## src/rtl/simpson_param_entry_if.sv

```systemverilog
// Click/handshake bundle between the debouncer bank, the parameter-entry
// controller and the Simpson's-rule core.
interface simpson_param_entry_if #(
  parameter int DATA_WIDTH = 8,
  parameter int N_WIDTH    = 6
);
  logic                         ce;
  logic                         up_click;
  logic                         down_click;
  logic                         next_click;
  logic                         start_click;
  logic                         core_done;
  logic signed [DATA_WIDTH-1:0] a;
  logic signed [DATA_WIDTH-1:0] b;
  logic        [N_WIDTH-1:0]    n;
  logic        [1:0]            field_sel;
  logic                         start;
  logic                         busy;
  logic                         err;

  modport master (
    output ce, up_click, down_click, next_click, start_click, core_done,
    input  a, b, n, field_sel, start, busy, err
  );

  modport slave (
    input  ce, up_click, down_click, next_click, start_click, core_done,
    output a, b, n, field_sel, start, busy, err
  );
endinterface

```

## src/rtl/simpson_param_entry.sv

```systemverilog
// Edit/launch controller: turns debounced clicks into saturated a/b/n
// parameters and launches the Simpson's-rule core once a < b holds.
module simpson_param_entry #(
  parameter int DATA_WIDTH = 8,
  parameter int N_WIDTH    = 6,
  parameter int A_INIT     = 0,
  parameter int B_INIT     = 8,
  parameter int N_INIT     = 4,
  parameter int N_MAX      = 32
) (
  input logic                  clk,
  input logic                  rst,
  simpson_param_entry_if.slave bus
);

  typedef enum logic [1:0] {ST_EDIT, ST_CHECK, ST_LAUNCH, ST_WAIT} state_t;

  localparam logic signed [DATA_WIDTH-1:0] S_MAX = {1'b0, {(DATA_WIDTH-1){1'b1}}};
  localparam logic signed [DATA_WIDTH-1:0] S_MIN = {1'b1, {(DATA_WIDTH-1){1'b0}}};
  localparam logic signed [DATA_WIDTH-1:0] S_ONE = DATA_WIDTH'(1);
  localparam logic [N_WIDTH-1:0]           N_HI  = N_WIDTH'(N_MAX);
  localparam logic [N_WIDTH-1:0]           N_LO  = N_WIDTH'(2);

  function automatic logic signed [DATA_WIDTH-1:0] sat_step_s(
    input logic signed [DATA_WIDTH-1:0] x, input logic dec);
    if (dec) return (x == S_MIN) ? x : x - S_ONE;
    else     return (x == S_MAX) ? x : x + S_ONE;
  endfunction

  function automatic logic [N_WIDTH-1:0] sat_step_n(
    input logic [N_WIDTH-1:0] x, input logic dec);
    if (dec) return (x <= N_LO) ? N_LO : x - N_WIDTH'(2);
    else     return (x >= N_HI) ? N_HI : x + N_WIDTH'(2);
  endfunction

  state_t                       state_q, state_d;
  logic signed [DATA_WIDTH-1:0] a_q, a_d, b_q, b_d;
  logic        [N_WIDTH-1:0]    n_q, n_d;
  logic        [1:0]            field_sel_q, field_sel_d;
  logic                         start_q, start_d, busy_q, busy_d, err_q, err_d;

  // One action per ce tick in EDIT, priority start > next > up > down.
  logic edit_tick, do_start, do_next, do_up, do_down, a_lt_b;
  assign edit_tick = (state_q == ST_EDIT) && bus.ce;
  assign do_start  = edit_tick && bus.start_click;
  assign do_next   = edit_tick && !bus.start_click && bus.next_click;
  assign do_up     = edit_tick && !bus.start_click && !bus.next_click && bus.up_click;
  assign do_down   = edit_tick && !bus.start_click && !bus.next_click && !bus.up_click
                     && bus.down_click;
  assign a_lt_b    = a_q < b_q;

  always_ff @(posedge clk) begin
    if (rst) begin
      state_q     <= ST_EDIT;
      a_q         <= DATA_WIDTH'(A_INIT);
      b_q         <= DATA_WIDTH'(B_INIT);
      n_q         <= N_WIDTH'(N_INIT);
      field_sel_q <= 2'd0;
      start_q     <= 1'b0;
      busy_q      <= 1'b0;
      err_q       <= 1'b0;
    end else begin
      state_q     <= state_d;
      a_q         <= a_d;
      b_q         <= b_d;
      n_q         <= n_d;
      field_sel_q <= field_sel_d;
      start_q     <= start_d;
      busy_q      <= busy_d;
      err_q       <= err_d;
    end
  end

  always_comb begin
    state_d = state_q;
    unique case (state_q)
      ST_EDIT:   if (do_start) state_d = ST_CHECK;
      ST_CHECK:  state_d = a_lt_b ? ST_LAUNCH : ST_EDIT;
      ST_LAUNCH: state_d = ST_WAIT;
      ST_WAIT:   if (bus.core_done) state_d = ST_EDIT;
      default:   state_d = ST_EDIT;
    endcase
  end

  // Registered outputs: start/busy are loaded on the CHECK->LAUNCH edge so
  // they are visible exactly while the state register holds LAUNCH.
  always_comb begin
    a_d         = a_q;
    b_d         = b_q;
    n_d         = n_q;
    field_sel_d = field_sel_q;
    start_d     = 1'b0;
    busy_d      = busy_q;
    err_d       = err_q;
    if (do_next) begin
      field_sel_d = (field_sel_q == 2'd2) ? 2'd0 : field_sel_q + 2'd1;
      err_d       = 1'b0;
    end
    if (do_up || do_down) begin
      err_d = 1'b0;
      case (field_sel_q)
        2'd0:    a_d = sat_step_s(a_q, do_down);
        2'd1:    b_d = sat_step_s(b_q, do_down);
        default: n_d = sat_step_n(n_q, do_down);
      endcase
    end
    if (state_q == ST_CHECK) begin
      if (a_lt_b) begin
        err_d   = 1'b0;
        start_d = 1'b1;
        busy_d  = 1'b1;
      end else begin
        err_d       = 1'b1;
        field_sel_d = 2'd0;
      end
    end
    if (state_q == ST_WAIT && bus.core_done) busy_d = 1'b0;
  end

  assign bus.a         = a_q;
  assign bus.b         = b_q;
  assign bus.n         = n_q;
  assign bus.field_sel = field_sel_q;
  assign bus.start     = start_q;
  assign bus.busy      = busy_q;
  assign bus.err       = err_q;

endmodule

```

## src/flat_wrapper.sv

```systemverilog
// flat-port wrapper written by rule: the top's interface ports become plain ports
module simpson_param_entry_flat 
#(
  parameter int DATA_WIDTH = 8,
  parameter int N_WIDTH    = 6,
  parameter int A_INIT     = 0,
  parameter int B_INIT     = 8,
  parameter int N_INIT     = 4,
  parameter int N_MAX      = 32
)
  (clk, rst, bus_ce, bus_up_click, bus_down_click, bus_next_click, bus_start_click, bus_core_done, bus_a, bus_b, bus_n, bus_field_sel, bus_start, bus_busy, bus_err);
  simpson_param_entry_if #(.DATA_WIDTH(DATA_WIDTH), .N_WIDTH(N_WIDTH)) bus_i ();
  input logic clk;
  input logic rst;
  input wire logic [$bits(bus_i.ce)-1:0] bus_ce;
  input wire logic [$bits(bus_i.up_click)-1:0] bus_up_click;
  input wire logic [$bits(bus_i.down_click)-1:0] bus_down_click;
  input wire logic [$bits(bus_i.next_click)-1:0] bus_next_click;
  input wire logic [$bits(bus_i.start_click)-1:0] bus_start_click;
  input wire logic [$bits(bus_i.core_done)-1:0] bus_core_done;
  output wire logic [$bits(bus_i.a)-1:0] bus_a;
  output wire logic [$bits(bus_i.b)-1:0] bus_b;
  output wire logic [$bits(bus_i.n)-1:0] bus_n;
  output wire logic [$bits(bus_i.field_sel)-1:0] bus_field_sel;
  output wire logic [$bits(bus_i.start)-1:0] bus_start;
  output wire logic [$bits(bus_i.busy)-1:0] bus_busy;
  output wire logic [$bits(bus_i.err)-1:0] bus_err;
  assign bus_i.ce = bus_ce;
  assign bus_i.up_click = bus_up_click;
  assign bus_i.down_click = bus_down_click;
  assign bus_i.next_click = bus_next_click;
  assign bus_i.start_click = bus_start_click;
  assign bus_i.core_done = bus_core_done;
  assign bus_a = bus_i.a;
  assign bus_b = bus_i.b;
  assign bus_n = bus_i.n;
  assign bus_field_sel = bus_i.field_sel;
  assign bus_start = bus_i.start;
  assign bus_busy = bus_i.busy;
  assign bus_err = bus_i.err;
  simpson_param_entry #(.DATA_WIDTH(DATA_WIDTH), .N_WIDTH(N_WIDTH), .A_INIT(A_INIT), .B_INIT(B_INIT), .N_INIT(N_INIT), .N_MAX(N_MAX)) u_core (.clk(clk), .rst(rst), .bus(bus_i));
endmodule
```

## config.mk

```make
export PLATFORM = sky130hd
export DESIGN_NAME = simpson_param_entry_flat
export DESIGN_NICKNAME = d
export VERILOG_FILES = /design/src/rtl/simpson_param_entry_if.sv /design/src/rtl/simpson_param_entry.sv /design/src/flat_wrapper.sv
export SDC_FILE = /design/constraint.sdc
export NUM_CORES = 1
export LEC_CHECK = 0
export CORE_MARGIN = 3
export CORE_UTILIZATION = 49
export DETAILED_ROUTE_END_ITERATION = 7
export PLACE_DENSITY = 0.77
export SLEW_MARGIN = 20
export SYNTH_ARGS = -nofsm -noshare
export SYNTH_HDL_FRONTEND = slang
export SYNTH_SLANG_ARGS = --single-unit
```

## constraint.sdc

```tcl
create_clock -name clk -period 3.6 [get_ports clk]
set_clock_uncertainty 0.05 [all_clocks]
set_input_delay 0.9 -clock clk [delete_from_list [all_inputs] [get_ports clk]]
set_output_delay 0.9 -clock clk [all_outputs]
set_load 0.02 [all_outputs]
```

* Word-level counts from Yosys, hierarchy flattened
Cells that the tools add are included.
** Storage, ports and cells
- Register bits after elaboration :: 29
- Input port bits :: 8
- Output and inout bits :: 27
- Word-level logic and storage cells :: 81
** Operators by class
- Add/sub/neg operators :: 7
- Order comparisons :: 3
- Equal/unequal tests :: 15
- Mux-type cells :: 22
- Bitwise operators :: 2
- Reduce and logical (&&, ||, !) cells :: 24
** Operators by type and width (number)
- two-way mux 8 bit :: 6
- == test 8 bit (second input constant) :: 4
- two-way mux 6 bit :: 3
- adder 8 x 2 -> 8 bit (second input constant) :: 2
- subtractor 8 x 2 -> 8 bit (second input constant) :: 2
- two-way mux 2 bit :: 7
- logical AND 1 bit :: 9
- less-than comparator 8 bit :: 1
- case mux 2 bit (4 select lines) :: 1
- AND reduction 4 bit :: 2
- adder 6 x 2 -> 6 bit (second input constant) :: 1
- == test 2 bit (second input constant) :: 3
- >= comparator 6 bit (second input constant) :: 1
- <= comparator 6 x 2 -> 1 bit (second input constant) :: 1
- inequality test 2 x 1 -> 1 bit (second input constant) :: 3
- inequality test 2 bit (second input constant) :: 3
- AND reduction 2 bit :: 3
- OR reduction 2 bit :: 3
- subtractor 6 x 2 -> 6 bit (second input constant) :: 1
- two-way mux 1 bit :: 5
- == test 2 x 1 -> 1 bit (second input constant) :: 2
- logical NOT 2 bit :: 2
- logical NOT 1 bit :: 3
- nonzero test 3 bit :: 1
- other kinds (3) :: 4

* Longest topological paths before layout
Gate-level depths: netlist (run 1).
- Depth after elaboration :: 9
- Depth in mapped cells :: 10

* Worst setup path after synthesis (run 1)
Ideal clock, no wire load.
- Path type :: input to register
- From :: input port bus_down_click
- To :: register u_core.b_q[7] (netlist: u_core.bus.b[7])
- Setup time :: 121 ps
- Arrival time :: 3221 ps
- Data required time :: 3429 ps
- Path slack :: 208 ps
- Stages on the path :: 10
- Path buffers :: 0
- Cell sequence :: nor2b_1 -> nand3b_1 -> inv_1 -> ha_1 -> a21oi_1 -> nor2b_1 -> a311o_1 -> a31oi_1 -> mux2i_1 -> mux2_2
** Between the ends
- Word-level cells in the longest chain between the ends :: 3
- Elaborated cells on any way between the ends :: 6
- Those cells by class :: 2 x eq/ne; 1 x mux; 3 x reduce/logical
** Ends and longest elaborated chain
- start, declared :: line flat_wrapper.sv:17 : input wire logic [$bits(bus_i.down_click)-1:0] bus_down_click;
- logical AND 1 bit * :: line simpson_param_entry.sv:49 : && bus.down_click;
- inequality test 2 bit (no line), or another cell as far along
- AND reduction 4 bit (no line)
- end signal, assigned :: line simpson_param_entry.sv:56 : b_q <= DATA_WIDTH'(B_INIT);
- end, declared :: line simpson_param_entry.sv:37 : logic signed [DATA_WIDTH-1:0] a_q, a_d, b_q, b_d;
Every way passes the cells marked *; elsewhere a longest branch is shown, timed or not.
A chain may end at the register's enable or synchronous reset.

* Worst setup path after layout (run 1)
Same ends and word-level chain as after synthesis.

==> summary.md, run 1 <==
| Metric | Value |
|---|---|
| Most used DFF post-synth | `dfxtp_1` |
| Final cycle utilization of the critical path | `between 90% and 100%` |
| Total GRT Usage | `about a fifth` |
| FP Rows | `23` |
| Clk_lat worst skew | `between 200 and 300 ps` |
| Largest family of logic cells by synthesized area | `simple AND/OR/NAND/NOR gates` |
| Die X | `72.1 um` |
| Syn. warnings | `0` |
| Min Tclk post-route | `3360 ps` |
| Hold slack | `between 400 and 500 ps` |
| Die ar. | `about 0.0052 sq mm` |
| Final ANT Viol Nets | `0` |
| Area Overhead vs Synth | `26.8%` |
| Met3 Use GR | `2.08%` |
| Leakage Power | `roughly 0.0012 uW` |
| Xor/xnor share of the synthesized area | `under 10%` |
| Slew Limit Headroom | `between 50% and 60%` |
| Worst VDD drop | `between 0.00015 and 0.0002 V` |
| Register area share after synthesis | `26.2%` |
| Distinct cells, synth | `55` |
| Routed vias | `between 1500 and 2000` |
| Chip height | `just over 70 um` |
| Detail Placement HPWL | `around 3700 um` |
| RSZ-0062 raised after global routing | `no` |
| Reg2Reg Launch Point | `u_core.state_q[0]` |
| Final setup vio count | `0` |
| Worst setup startpoint | `bus_down_click` |
| Pwr/cell area | `around 210 mW/mm^2` |
| Post-synth ARST share | `0%` |
| Global route total overflow | `0` |
| DRT iter0 DRCs | `95` |
| EDFF count, synth | `0` |
| Initial core utilization | `a little over half` |
| Met2 Track Usage GR | `roughly a third` |
| Mapped cell area | `roughly 0.0021 sq mm` |
| Root Buffer | `clkbuf_8` |
| Yosys reg bits | `28` |
| FF-to-FF path depth | `11` |
| Clock tree sinks | `28` |
| Final core area utilization | `66.0%` |
| Layer with the highest usage | `met2` |
| CP endpoint kind | `flop` |
| Core region area | `slightly above 0.004 sq mm` |
| Vias in the first global route | `1862` |
| GPL Wtd Cong | `0.833` |
| Worst-case clock buffer depth | `2` |
| I/O pins | `35` |
| Reg2Reg Setup Slack | `750 ps` |
| DRT Pass-1 Iters | `4` |
| Critical Path Fanout Max | `5` |
| Worst Max-Slew Pin Slew | `~680 ps` |
| Initial antenna violation count | `0` |
| RR Endpoint | `u_core.bus.b[7]` |
| Syn Nets | `~290` |
| DRT Wirelength | `around 4900 um` |
| Simple-Gate Fraction of Synth Area | `roughly a quarter` |
| Fillers | `approximately 360` |
| CP Capture Point | `u_core.bus.b[7]` |
| Post-route DRC | `0` |
| Share of cells above drive strength 1 | `11.8%` |
| Mux cell area share after synthesis | `~4.8%` |
| TritonCTS buffer count | `3` |
| Final Hold Vio Count | `0` |
| FF+latch area | `~560 sq um` |
| Critical Path Source Type | `input pin` |
| Synthesized instance count | `roughly 260` |
| Net count, final | `339` |
| Clock-pin slew on the worst setup and hold paths | `roughly 100 ps` |
| Fin. max-slew vios | `0` |
| Post-synthesis adder-cell area fraction | `between 10% and 20%` |
| Port buffer count | `33` |
| Max-cap violations | `0` |
| Fmax | `approximately 300 MHz` |
| Met1 Track Usage GR | `26.7%` |
| H-tree Lvls | `1` |
| Synth Area in Compound Gates | `about a fifth` |
| Post-synthesis average cell area | `between 8 and 9 sq um` |
| Diode count | `0` |
| CTS tree | `done` |
| Multi-input combinational cell area | `between 0.001 and 0.0015 sq mm` |
| Crit Path Class | `input pin to flop` |
| CP arrival | `3490 ps` |
| Worst endpoint required time | `~3700 ps` |
| Worst hold-check path type | `flop to flop` |
| Vias per cell | `~5.6` |
| First-pass GRT wire length | `about 8500 um` |
| Routed WL per cell | `around 14 um` |
| Largest net degree at the start of global routing | `18` |
| Status | `completed` |
==> power by group <==
group          internal (uW)  switching (uW)
Combinational           38.6            39.2
Sequential               316            8.35
Clock                   75.4             101
==> final cells by class <==
type / count / share of cell area, %
Tap cell: 50 / 2.30
Multi-Input combinational cell: 202 / 54.9
Timing Repair Buffer: 53 / 18.0
Clock buffer: 3 / 1.52
Sequential cell: 28 / 20.6
Inverter: 19 / 2.62
==> state kept, by name, indices dropped and copies added, names as in the netlist <==
register              flops
u_core.bus.b              8
u_core.bus.field_sel      2
u_core.bus.err            1
u_core.bus.n              5
u_core.bus.start          1
u_core.state_q            2
u_core.bus.a              8
u_core.bus.busy           1
==> worst min path at each step <==
| stage | from | end | slack, ps | depth (start not counted) |
|---|---|---|---|---|
| global route | u_core.bus.busy | u_core.bus.busy | 490 | 2 |
| detailed placement | u_core.bus.busy | u_core.bus.busy | 440 | 2 |
| global placement | u_core.bus.busy | u_core.bus.busy | 430 | 2 |
| CTS | u_core.bus.busy | u_core.bus.busy | 450 | 2 |
| floorplan | u_core.state_q[1] | u_core.state_q[0] | 460 | 2 |
| finish | u_core.bus.busy | u_core.bus.busy | 440 | 2 |
==> worst max-delay path, stage by stage <==
cell and delay (ps):
clkdlybuf4s50_1 470, nor2b_1 180, nand3b_1 140, inv_2 110
buf_6 110, ha_1 240, a21oi_2 140, nor2b_1 50
a311o_1 330, a31oi_1 220, mux2i_1 240, mux2_2 350
==> per-layer routing <==
layer / vias up / share of wire (%)
met2: 38 / 47
met4: 0 / 1.1
li1: 1023 / -
met1: 909 / 48
met5: - / 0
met3: 5 / 3.7
==> Yosys cell counts, types with 5 or more instances <==
cell type	n	area share, %
dfxtp_1	28	26
nor2_1	27	4.7
ha_1	22	13
inv_1	19	3.3
a21oi_1	18	4.2
nand2_1	18	3.2
mux2i_1	8	3.7
nor2b_1	8	2.3
o21ai_0	8	1.9
a21o_1	6	2.1
nor3_1	6	1.4
xnor2_1	6	2.5
clkbuf_1	5	0.88
nor4_1	5	1.5
o21a_1	5	1.8
==> cell usage in the layout (no fill, tap or decap), types with 4 or more instances in the layout <==
cell type,instances
nor2b_1,8
nand2_1,18
a21oi_1,15
xor2_1,4
buf_4,19
xnor2_1,6
ha_1,21
mux2i_1,8
nor3b_1,4
nand3b_1,4
nand3_1,4
nor4_1,5
o21a_1,5
a21o_1,6
dfxtp_1,28
nor3_1,6
nor2_1,27
clkdlybuf4s50_1,31
o21ai_0,8
a21oi_2,4
inv_1,18
a31oi_1,4
==> cells by family after synthesis <==
kind of cell	Yosys count
and+or+nand+nor	94
DFF	28
buffers and inverters	27
adders and majority gates	24
xor gates and xnor gates	10
other	1
AOI/OAI and AO/OA	63
muxes	10
==> metrics by stage <==
stage | cell area [sq um] | instances | setup TNS [ps] | worst slack, ps | total power, uW
2_1_floorplan | 2140 | 257 | 0 | 208 | 376
3_3_place_gp | 2640 | 351 | -312 | -157 | 406
3_5_place_dp | 2640 | 351 | -464 | -258 | 407
4_1_cts | 2680 | 354 | 0 | 41.4 | 587
5_1_grt | 2720 | 355 | 0 | 21.8 | 608
6_report | 2720 | 355 | 0 | 236 | 578
==> timing repair <==
item | in CTS | in global routing
hold buffers | 0 | 0
resized for setup | 0 | 8
setup endpoints to repair | 0 | 2
setup buffers | 0 | 1
Power figures use the tool's default switching activity.
==> run 2: changes to the inputs <==
Settings changed: CORE_MARGIN 3 to not set, PLACE_DENSITY 0.77 to not set, PLACE_DENSITY_LB_ADDON set to 0.25.
==> run 2 against run 1 <==
Against the previous run:
- fmax decreased by 4.1%
- routed wire length increased by 6.3%
- worst setup slack got worse by 140 ps
- clock power increased by 14%
- first-iteration DRC count increased by 49%
- total power increased by 4.7%
- combinational power increased by 2%
- hold slack improved by 2.0 ps
- flip-flop and latch count unchanged
- final cell count decreased by 0.28%
- sequential share of layout area increased by 0.13 points
- largest power group unchanged
==> summary.md, run 2 (same netlist as run 1, synthesis figures left out) <==
| Metric | Value |
|---|---|
| Vias per cell | `5.75 (was 5.56)` |
| First-pass GRT wire length | `8120 um (was 8490 um)` |
| GPL Wtd Cong | `0.883 (was 0.833)` |
| Post-route worst setup slack | `92.3 ps (was 236 ps)` |
| Chip height | `68.1 um (was 72.1 um)` |
| Placed cells | `349 (was 351)` |
| Port buffer count | `33 (unchanged)` |
| FP Rows | `23 (unchanged)` |
| Dpl ws | `-341 ps (was -258 ps)` |
| Routed WL per cell | `14.7 um (was 13.8 um)` |
| Global route total overflow | `0 (unchanged)` |
| Worst endpoint required time | `3730 ps (about the same)` |
| DRT iter0 DRCs | `142 (was 95)` |
| CP arrival | `3630 ps (was 3490 ps)` |
| Final Hold Vio Count | `0 (unchanged)` |
| H-tree Lvls | `1 (unchanged)` |
| Post-route setup TNS | `0 ps (unchanged)` |
| Post-route DRC | `0 (unchanged)` |
| Area Overhead vs Synth | `26.0% (was 26.8%)` |
| Detail Placement HPWL | `3790 um (was 3710 um)` |
| Routed vias | `2034 (was 1975)` |
| Leakage Power | `0.00115 uW (was 0.00117 uW)` |
| Crit Path Class | `input pin to flop (unchanged)` |
| Sequence of cells on the critical path | `clkdlybuf4s50_1, nor4b_4, nand3b_1, inv_2, buf_6, ha_1, a21oi_2, nor2b_1, a311o_1, a31oi_2, mux2i_1, mux2_1 (was clkdlybuf4s50_1, nor2b_1, nand3b_1, inv_2, buf_6, ha_1, a21oi_2, nor2b_1, a311o_1, a31oi_1, mux2i_1, mux2_2)` |
| Crit path max-delay family | `compound AO/OA/AOI/OAI gates (unchanged)` |
| Worst VDD drop | `0.000278 V (was 0.000164 V)` |
| Min Tclk post-route | `3510 ps (was 3360 ps)` |
| Hold slack | `447 ps (was 445 ps)` |
| Final cycle utilization of the critical path | `97.4% (was 93.5%)` |
| TritonCTS buffer count | `3 (unchanged)` |
| Clock-pin slew on the worst setup and hold paths | `100 ps (about the same)` |
| Diode count | `0 (unchanged)` |
| Most common cell after layout, fill and taps aside | `clkdlybuf4s50_1 (unchanged)` |
| Buf/Inv on CP | `3 (unchanged)` |
| Share of cells above drive strength 1 | `11.2% (was 11.8%)` |
| Critical path's largest stage delay | `490 ps (was 470 ps)` |
| CP endpoint kind | `flop (unchanged)` |
| Slew Limit Headroom | `53.4% (was 54.7%)` |
| Root Buffer | `clkbuf_8 (unchanged)` |
| Final ANT Viol Nets | `0 (unchanged)` |
| Initial antenna violation count | `0 (unchanged)` |
| Crit path max-delay cell type | `clkdlybuf4s50_1 (unchanged)` |
| Die X | `68.1 um (was 72.1 um)` |
| Vias in the first global route | `1821 (was 1862)` |
| Total GRT Usage | `23.1% (was 19.9%)` |
| Max-cap violations | `0 (unchanged)` |
| Critical Path Fanout Max | `8 (was 5)` |
| Net count, final | `337 (was 339)` |
| CTS tree | `done (unchanged)` |
| DRT Pass-1 Iters | `4 (unchanged)` |
| I/O pins | `35 (unchanged)` |
| DRT Wirelength | `5200 um (was 4900 um)` |
| Status | `completed (unchanged)` |
| Largest net degree at the start of global routing | `19 (was 18)` |
| Worst Max-Slew Pin Slew | `697 ps (was 677 ps)` |
| Cell Count, Final, Fillers Out | `354 (was 355)` |
| Core region area | `0.00409 sq mm (was 0.00412 sq mm)` |
| Initial core utilization | `52.4% (was 52.1%)` |
| Commonest non-fill, non-tap cells in the layout | `32 x clkdlybuf4s50_1, 28 x dfxtp_1, 27 x nor2_1 (was 31 x clkdlybuf4s50_1, 28 x dfxtp_1, 27 x nor2_1)` |
| Worst-case clock buffer depth | `2 (unchanged)` |
| Final setup vio count | `0 (unchanged)` |
| Fin. max-slew vios | `0 (unchanged)` |
| Hold_buf cts | `0 (unchanged)` |
| Pwr/cell area | `224 mW/mm^2 (was 213 mW/mm^2)` |
| Clk_lat worst skew | `280 ps (about the same)` |
| Critical Path Source Type | `input pin (unchanged)` |
| Die ar. | `0.00464 sq mm (was 0.00520 sq mm)` |
| Clock tree sinks | `28 (unchanged)` |
| Worst hold-check path type | `flop to flop (unchanged)` |
| Fmax | `285 MHz (was 297 MHz)` |
-- run 2: layer usage --
| layer | GRT usage [%] | wire (um) | share of wire [%] | up-vias |
|---|---|---|---|---|
| li1 | - | - | - | 1017 |
| met1 | 28.9 | 2350 | 45 | 958 |
| met2 | 40.0 | 2540 | 49 | 48 |
| met3 | 4.00 | 227 | 4.4 | 11 |
| met4 | 6.77 | 85 | 1.6 | 0 |
| met5 | 0 | 0 | 0 | - |
-- run 2: final cells by class --
type / count / area (sq um)
Multi-Input combinational cell: 202 / 1480
Fill cell: 359 / 1390
Sequential cell: 28 / 561
Timing Repair Buffer: 51 / 468
Inverter: 19 / 71.3
Tap cell: 50 / 62.6
Clock buffer: 4 / 55.1
-- run 2: power by group --
group          switching, uW  internal, uW  total (uW)  leakage (uW)
Clock                    104          98.2         202     0.0000288
Combinational           40.5          38.6        79.2      0.000899
Sequential              8.58           316         324      0.000226
Total                    153           452         605       0.00115
-- run 2: worst min-delay path: cells and delay by family (launching register included) --
| kind | cells | cell delay (ps) |
|---|---|---|
| flip-flops | 1 | 330 |
| AO/OA/AOI/OAI | 1 | 60 |
| buffers and inverters | 1 | 50 |
-- run 2: per-stage QoR --
step	cell area, sq um	utilization, %	total power [uW]
CTS	2680	65.6	612
detailed placement	2620	64.1	408
global placement	2620	64.1	406
floorplan	2140	-	376
global route	2700	66.1	633
finish	2700	66.1	605
-- run 2: path summary, 6_finish.rpt --
check	startpoint	to	slack [ps]	cells past startpoint
hold / removal	u_core.bus.busy	u_core.bus.busy	450	2
setup / recovery	bus_ce	u_core.bus.a[7]	90	12
setup reg to reg	u_core.state_q[0]	u_core.bus.a[7]	740	11
hold reg to reg	u_core.bus.busy	u_core.bus.busy	450	2
-- run 2: repair_timing --
item                                   CTS  global route
endpoints found under the hold margin    0             0
gates resized for setup                  1             5
setup endpoints to repair                1             2
setup buffers                            1             0
pin swaps                                2             5
